## src/rtl/flght_mode_ctrl.sv

```systemverilog
// ---------------------------------------------------------------------------
// flght_mode_ctrl
//   Flight mode sequencer: IDLE -> CAL (inertial calibration) -> RUN (ramped
//   thrust delivery) with a FAULT state for calibration timeout or loss of
//   inertial data. Every output is registered.
//
// Parameters
//   CAL_TMO_CYC  cycles allowed in CAL before a calibration fault
//   VLD_TMO_CYC  maximum cycles between vld pulses in RUN before a fault
//   RAMP_STEP    maximum thrust change per vld pulse
//
// Ports
//   clk           system clock, posedge
//   rst_n         asynchronous active-low reset
//   strt_cal      one-cycle request to begin calibration (IDLE/FAULT only)
//   cal_done      calibration complete (honoured only in CAL)
//   vld           new inertial reading pulse
//   mtrs_off_cmd  stop motors; highest priority in CAL and RUN
//   thrst_cmd     requested thrust (unsigned 9 bit)
//   inertial_cal  high only while in CAL
//   mtrs_off      motors forced to zero (IDLE, FAULT)
//   thrst         ramped thrust
//   ctrl_vld      one-cycle strobe, thrst updated in the same cycle
//   cal_err       sticky calibration timeout flag
//   vld_err       sticky inertial-loss flag
//   st            state: IDLE=0, CAL=1, RUN=2, FAULT=3
// ---------------------------------------------------------------------------
module flght_mode_ctrl #(
  parameter int CAL_TMO_CYC = 1000000,
  parameter int VLD_TMO_CYC = 65535,
  parameter int RAMP_STEP   = 8
) (
  input  logic       clk,
  input  logic       rst_n,
  input  logic       strt_cal,
  input  logic       cal_done,
  input  logic       vld,
  input  logic       mtrs_off_cmd,
  input  logic [8:0] thrst_cmd,
  output logic       inertial_cal,
  output logic       mtrs_off,
  output logic [8:0] thrst,
  output logic       ctrl_vld,
  output logic       cal_err,
  output logic       vld_err,
  output logic [1:0] st
);

  typedef enum logic [1:0] {
    S_IDLE  = 2'd0,
    S_CAL   = 2'd1,
    S_RUN   = 2'd2,
    S_FAULT = 2'd3
  } state_t;

  localparam int CW = $clog2(CAL_TMO_CYC + 1);
  localparam int VW = $clog2(VLD_TMO_CYC + 1);
  localparam logic [CW-1:0] CAL_LAST = CW'(CAL_TMO_CYC - 1);
  localparam logic [VW-1:0] VLD_LAST = VW'(VLD_TMO_CYC - 1);
  localparam logic [9:0]    STEP10   = 10'(RAMP_STEP);

  state_t        state, state_next;
  logic [CW-1:0] cal_tmr, cal_tmr_next;
  logic [VW-1:0] wd_tmr, wd_tmr_next;
  logic [8:0]    thrst_next;
  logic          ctrl_vld_next, cal_err_next, vld_err_next;
  logic [9:0]    up_sum, dn_diff;
  logic [8:0]    ramp_val;

  // Ramp one step toward thrst_cmd. The 10-bit intermediates keep
  // thrst+RAMP_STEP from wrapping and floor the subtraction at zero; the
  // result is then clamped so it never passes thrst_cmd.
  always_comb begin
    up_sum  = {1'b0, thrst} + STEP10;
    dn_diff = ({1'b0, thrst} >= STEP10) ? ({1'b0, thrst} - STEP10) : 10'd0;
    if (thrst < thrst_cmd) begin
      ramp_val = (up_sum > {1'b0, thrst_cmd}) ? thrst_cmd : up_sum[8:0];
    end else if (thrst > thrst_cmd) begin
      ramp_val = (dn_diff < {1'b0, thrst_cmd}) ? thrst_cmd : dn_diff[8:0];
    end else begin
      ramp_val = thrst_cmd;
    end
  end

  // Next state and next output values. Timers default to zero so any state
  // change (or leaving the state that uses them) clears them.
  always_comb begin
    state_next    = state;
    thrst_next    = '0;
    ctrl_vld_next = 1'b0;
    cal_err_next  = cal_err;
    vld_err_next  = vld_err;
    cal_tmr_next  = '0;
    wd_tmr_next   = '0;

    case (state)
      S_IDLE: begin
        if (strt_cal) state_next = S_CAL;
      end

      S_CAL: begin
        if (mtrs_off_cmd) begin
          state_next = S_IDLE;
        end else if (cal_done) begin
          state_next = S_RUN;
        end else if (cal_tmr == CAL_LAST) begin
          state_next   = S_FAULT;
          cal_err_next = 1'b1;
        end else begin
          cal_tmr_next = (cal_tmr == '1) ? cal_tmr : cal_tmr + 1'b1;
        end
      end

      S_RUN: begin
        thrst_next = thrst;
        if (mtrs_off_cmd) begin
          state_next = S_IDLE;
          thrst_next = '0;
        end else if (vld) begin
          // vld beats a coincident watchdog expiry
          thrst_next    = ramp_val;
          ctrl_vld_next = 1'b1;
        end else if (wd_tmr == VLD_LAST) begin
          state_next   = S_FAULT;
          vld_err_next = 1'b1;
          thrst_next   = '0;
        end else begin
          wd_tmr_next = (wd_tmr == '1) ? wd_tmr : wd_tmr + 1'b1;
        end
      end

      S_FAULT: begin
        if (strt_cal) begin
          state_next   = S_CAL;
          cal_err_next = 1'b0;
          vld_err_next = 1'b0;
        end
      end

      default: state_next = S_IDLE;
    endcase
  end

  always_ff @(posedge clk or negedge rst_n) begin
    if (!rst_n) begin
      state        <= S_IDLE;
      cal_tmr      <= '0;
      wd_tmr       <= '0;
      thrst        <= '0;
      ctrl_vld     <= 1'b0;
      cal_err      <= 1'b0;
      vld_err      <= 1'b0;
      mtrs_off     <= 1'b1;
      inertial_cal <= 1'b0;
    end else begin
      state        <= state_next;
      cal_tmr      <= cal_tmr_next;
      wd_tmr       <= wd_tmr_next;
      thrst        <= thrst_next;
      ctrl_vld     <= ctrl_vld_next;
      cal_err      <= cal_err_next;
      vld_err      <= vld_err_next;
      mtrs_off     <= (state_next == S_IDLE) || (state_next == S_FAULT);
      inertial_cal <= (state_next == S_CAL);
    end
  end

  assign st = state;

endmodule

```

## config.mk

```make
export PLATFORM = sky130hd
export DESIGN_NAME = flght_mode_ctrl
export DESIGN_NICKNAME = d
export VERILOG_FILES = /design/src/rtl/flght_mode_ctrl.sv
export SDC_FILE = /design/constraint.sdc
export NUM_CORES = 1
export LEC_CHECK = 0
export CORE_ASPECT_RATIO = 0.75
export CORE_MARGIN = 10
export CORE_UTILIZATION = 30
export CTS_CLUSTER_DIAMETER = 60
export DETAILED_ROUTE_END_ITERATION = 6
export PLACE_DENSITY_LB_ADDON = 0.05
export SYNTH_ARGS = -nofsm -noshare
export SYNTH_HDL_FRONTEND = slang
export SYNTH_SLANG_ARGS = --single-unit
```

## constraint.sdc

```tcl
create_clock -name clk -period 3.9 [get_ports clk]
set_input_delay 0.78 -clock clk [delete_from_list [all_inputs] [get_ports clk]]
set_output_delay 0.78 -clock clk [all_outputs]
set_load 0.02 [all_outputs]
```

==> results of run 1 <==
stage by stage:
step           hold slack (ns)  instance area (sq um)  power [W]  setup slack [ns]
2_1_floorplan            0.438                   3850   0.000861             0.844
3_5_place_dp             0.465                   4350    0.00103             0.401
5_1_grt                  0.508                   4500    0.00159             0.316
6_report                 0.480                   4500    0.00149             0.426
3_3_place_gp             0.466                   4350    0.00104             0.383
4_1_cts                  0.478                   4500    0.00151             0.510
cell usage in the layout, fill, tap and decap left out, types with 6 or more instances in the layout:
cell type and instances:
and3_1 6, ha_1 32, nor2_1 50, xnor2_1 12, inv_1 29, buf_4 9, a21oi_1 25, xor2_1 17
or3_1 6, nand2_1 26, nor3_1 16, nand3_1 18, nand4_1 19, dfrtp_1 51, o21ai_0 16, clkdlybuf4s50_1 29
per-layer routing:
| layer | global-route usage | vias up | wire length (microns) |
|---|---|---|---|
| met1 | 0.212 | 1551 | 6370 |
| li1 | - | 1659 | - |
| met2 | 0.141 | 67 | 3810 |
| met4 | 0.0216 | 0 | 36 |
| met5 | 0 | - | 0 |
| met3 | 0.0319 | 6 | 641 |
cells in the mapped netlist (all sizes together) (5+ instances only):
library cell  number
nor2              51
nand4             20
nand3             19
inv               29
xor2              17
nor3              16
o21ai             20
o311ai             5
xnor2             12
and2               5
a21oi             26
nand2             26
and3               7
buf                6
or3                7
dfrtp             51
a211oi             6
ha                32
final cells by class:
cell class	count	area [sq um]
clock inverters	2	13.8
flip-flops and latches	52	1300
fillers	1277	7890
repair buffers	39	363
inverters	29	109
well taps	166	208
clock buffers	6	139
multi-input cells	336	2370
registers in the layout (all words and copies together), names as in the netlist:
register / flops
ctrl_vld: 1
st: 2
inertial_cal: 1
cal_err: 1
vld_err: 1
mtrs_off: 1
wd_tmr: 16
thrst: 9
cal_tmr: 20
cell families (layout without fill, tap and decap cells):
group | Yosys count | in the layout
buf+inv | 39 | 76
mux | 1 | 1
xor+xnor | 29 | 29
fa+ha+maj | 32 | 32
compound gates | 100 | 100
simple gates | 174 | 174
flops | 52 | 52
how the worst min path moves through the flow:
stage / from / endpoint / slack, ns / depth (start not counted)
6_report: cal_tmr[18]$_DFFE_PN0P_ / cal_tmr[18]$_DFFE_PN0P_ / 0.48 / 1
5_1_grt: cal_tmr[18]$_DFFE_PN0P_ / cal_tmr[18]$_DFFE_PN0P_ / 0.51 / 1
4_1_cts: cal_tmr[18]$_DFFE_PN0P_ / cal_tmr[18]$_DFFE_PN0P_ / 0.48 / 1
3_5_place_dp: cal_tmr[18]$_DFFE_PN0P_ / cal_tmr[18]$_DFFE_PN0P_ / 0.46 / 1
3_3_place_gp: cal_tmr[18]$_DFFE_PN0P_ / cal_tmr[18]$_DFFE_PN0P_ / 0.47 / 1
2_1_floorplan: cal_tmr[18]$_DFFE_PN0P_ / cal_tmr[18]$_DFFE_PN0P_ / 0.44 / 1
report_power, final:
part | switching [W] | internal [W] | leakage (nW)
sequential | 0.0000275 | 0.000569 | 0.719
combinational | 0.000260 | 0.000165 | 1.04
clock | 0.000213 | 0.000257 | 0.0772
total | 0.000500 | 0.000992 | 1.84
worst register-to-register path: cells and delay by family, from the launching register on:
| kind | cells | cell delay [ns] |
|---|---|---|
| DFF | 1 | 0.46 |
| AOI/OAI and AO/OA | 3 | 0.90 |
| and+or+nand+nor | 7 | 1.67 |
| adders and majority gates | 1 | 0.33 |
==> results.yml, run 1 <==
floorplanning:
  start_util: 0.310
  rows: 35
  io_pins: 31
  die_area_sq_um: 17800
  die_h_microns: 118
  design.core.area_sq_um: 12400
  die_w_microns: 151
synth:
  synth_enable_flop_cells: 0
  syn_area_sq_um: 3850
  syn_inst: 427
  synth_adder_area_share: 0.104
  yosysTopAreaCellShare: 0.332
  synthSimpleGateAreaFrac: 0.245
  ys.flop_type: "dfrtp_1"
  synth.top_cells.by_area: "dfrtp_1, ha_1, nor2_1"
  synthDistinctLibCells: 68
  syn_avg_cell_area_sq_um: 9.01
  ys_seq_area_frac: 0.339
  synth-seq-cells: 52
  synth_top_family_by_area: "simple AND/OR/NAND/NOR gates"
  postSynth.asyncResetShare: 1.00
  yosysTopAreaCell: "dfrtp_1"
  syn_nets: 474
  synthMuxAreaShare: 0.00390
  synth_xor_area_frac: 0.0660
  synth-warning-count: 0
  synth_compound_area_frac: 0.197
sta:
  fin_tns_setup_ns: 0
  relSlewSlack: 0.385
  fin_skew_ns: 0.00562
  finalCritPeriodShare: 0.891
  rsz0062_at_grt: "no"
  hold_viol_final: 0
  setup_viol: 0
  worst_pin_slew_ns: 0.923
  post-route-min-period_ns: 3.47
  fmax_ghz: 0.288
  finalMaxSlewViolations: 0
worst_setup_path:
  required_ns: 4.08
  rr_endpoint: "thrst[5]$_DFFE_PN0P_"
  critPathSlowestCell: "dfrtp_1"
  slowest_delay_ns: 0.46
  endpoint: "thrst[5]$_DFFE_PN0P_"
  crit_type: "reg -> reg"
  startpoint: "thrst[5]$_DFFE_PN0P_"
  critPathMaxFanout: 6
  critical_path_depth: 11
  cp-end-kind: "flip-flop"
  regToRegStartpoint: "thrst[5]$_DFFE_PN0P_"
  cp.arrival_ns: 3.66
  critPathTopFamily: "simple AND/OR/NAND/NOR gates"
  worstPathCellList: "or3_1 > or3_1 > nor2_1 > nor2_1 > ha_1 > nand3_1 > nor2_1 > o21ai_0 > o311a_2 > nor2_1 > o311ai_1"
  rr_worst_depth: 11
  reg2reg_slack_ns: 0.43
  timing.critical_path.mode_cell: "nor2_1"
  cp_num_buf_inv: 0
  start_kind: "flip-flop"
layout:
  fin_nets: 510
  fin_util: 0.363
  n_antenna_cell: 0
  drive_gt1_frac: 0.0841
  area_growth_pct: 17.1
  stdcell_count: 630
detailed_routing:
  routedWlPerCell_microns: 17.2
  viasPerCell: 5.21
  drc: 0
  vias: 3283
  ant_nets: 0
  wl_microns: 10900
  dr.first_iter.drc_count: 276
  drt-pass1-iter-count: 5
clocking:
  holdBufCountCts: 0
  htreeDepth: 2
  clk_pin_slew_ns: 0.07
  cts_root_buf: "clkbuf_16"
  cts_setup_buffers: 0
  cts_sinks: 52
  clock_latency_ns: 0.29
  cts_tree: "built"
  cts_buffer_depth: 2
  cts_made_buffers: 5
  post_cts_resized: 0
power:
  powerDensity_nw_per_um2: 331
  vdd.ir_drop.worst_mv: 0.228
  p_leak_nw: 1.84
grt:
  grt_start_max_net_pins: 36
  gr-total-overflow: 0
  grt_pass1_vias: 3175
  antenna_found_initial: 0
  grt_usage: 0.124
  grt_pass1_wl_microns: 17900
place:
  dp.cells: 622
  place.gp.congestion: 0.821
  dpl.hpwl_microns: 8360
  io_buffers: 30
worst_hold_path:
  hp-class: "reg -> reg"
job:
  maxCapViolCount: 0
outcome:
  status: "complete, no violations"
No activity file was read; power rests on OpenSTA's default activity.
==> run 2: changes to the inputs <==
--- a/config.mk
+++ b/config.mk
@@ -11,6 +11,9 @@
 export CTS_CLUSTER_DIAMETER = 60
 export DETAILED_ROUTE_END_ITERATION = 6
 export PLACE_DENSITY_LB_ADDON = 0.05
+export SETUP_SLACK_MARGIN = 0.1
+export SLEW_MARGIN = 15
 export SYNTH_ARGS = -nofsm -noshare
 export SYNTH_HDL_FRONTEND = slang
 export SYNTH_SLANG_ARGS = --single-unit
+export TNS_END_PERCENT = 10
==> results of run 2 <==
The final DEF is identical to that of run 1; final timing and power are the same.
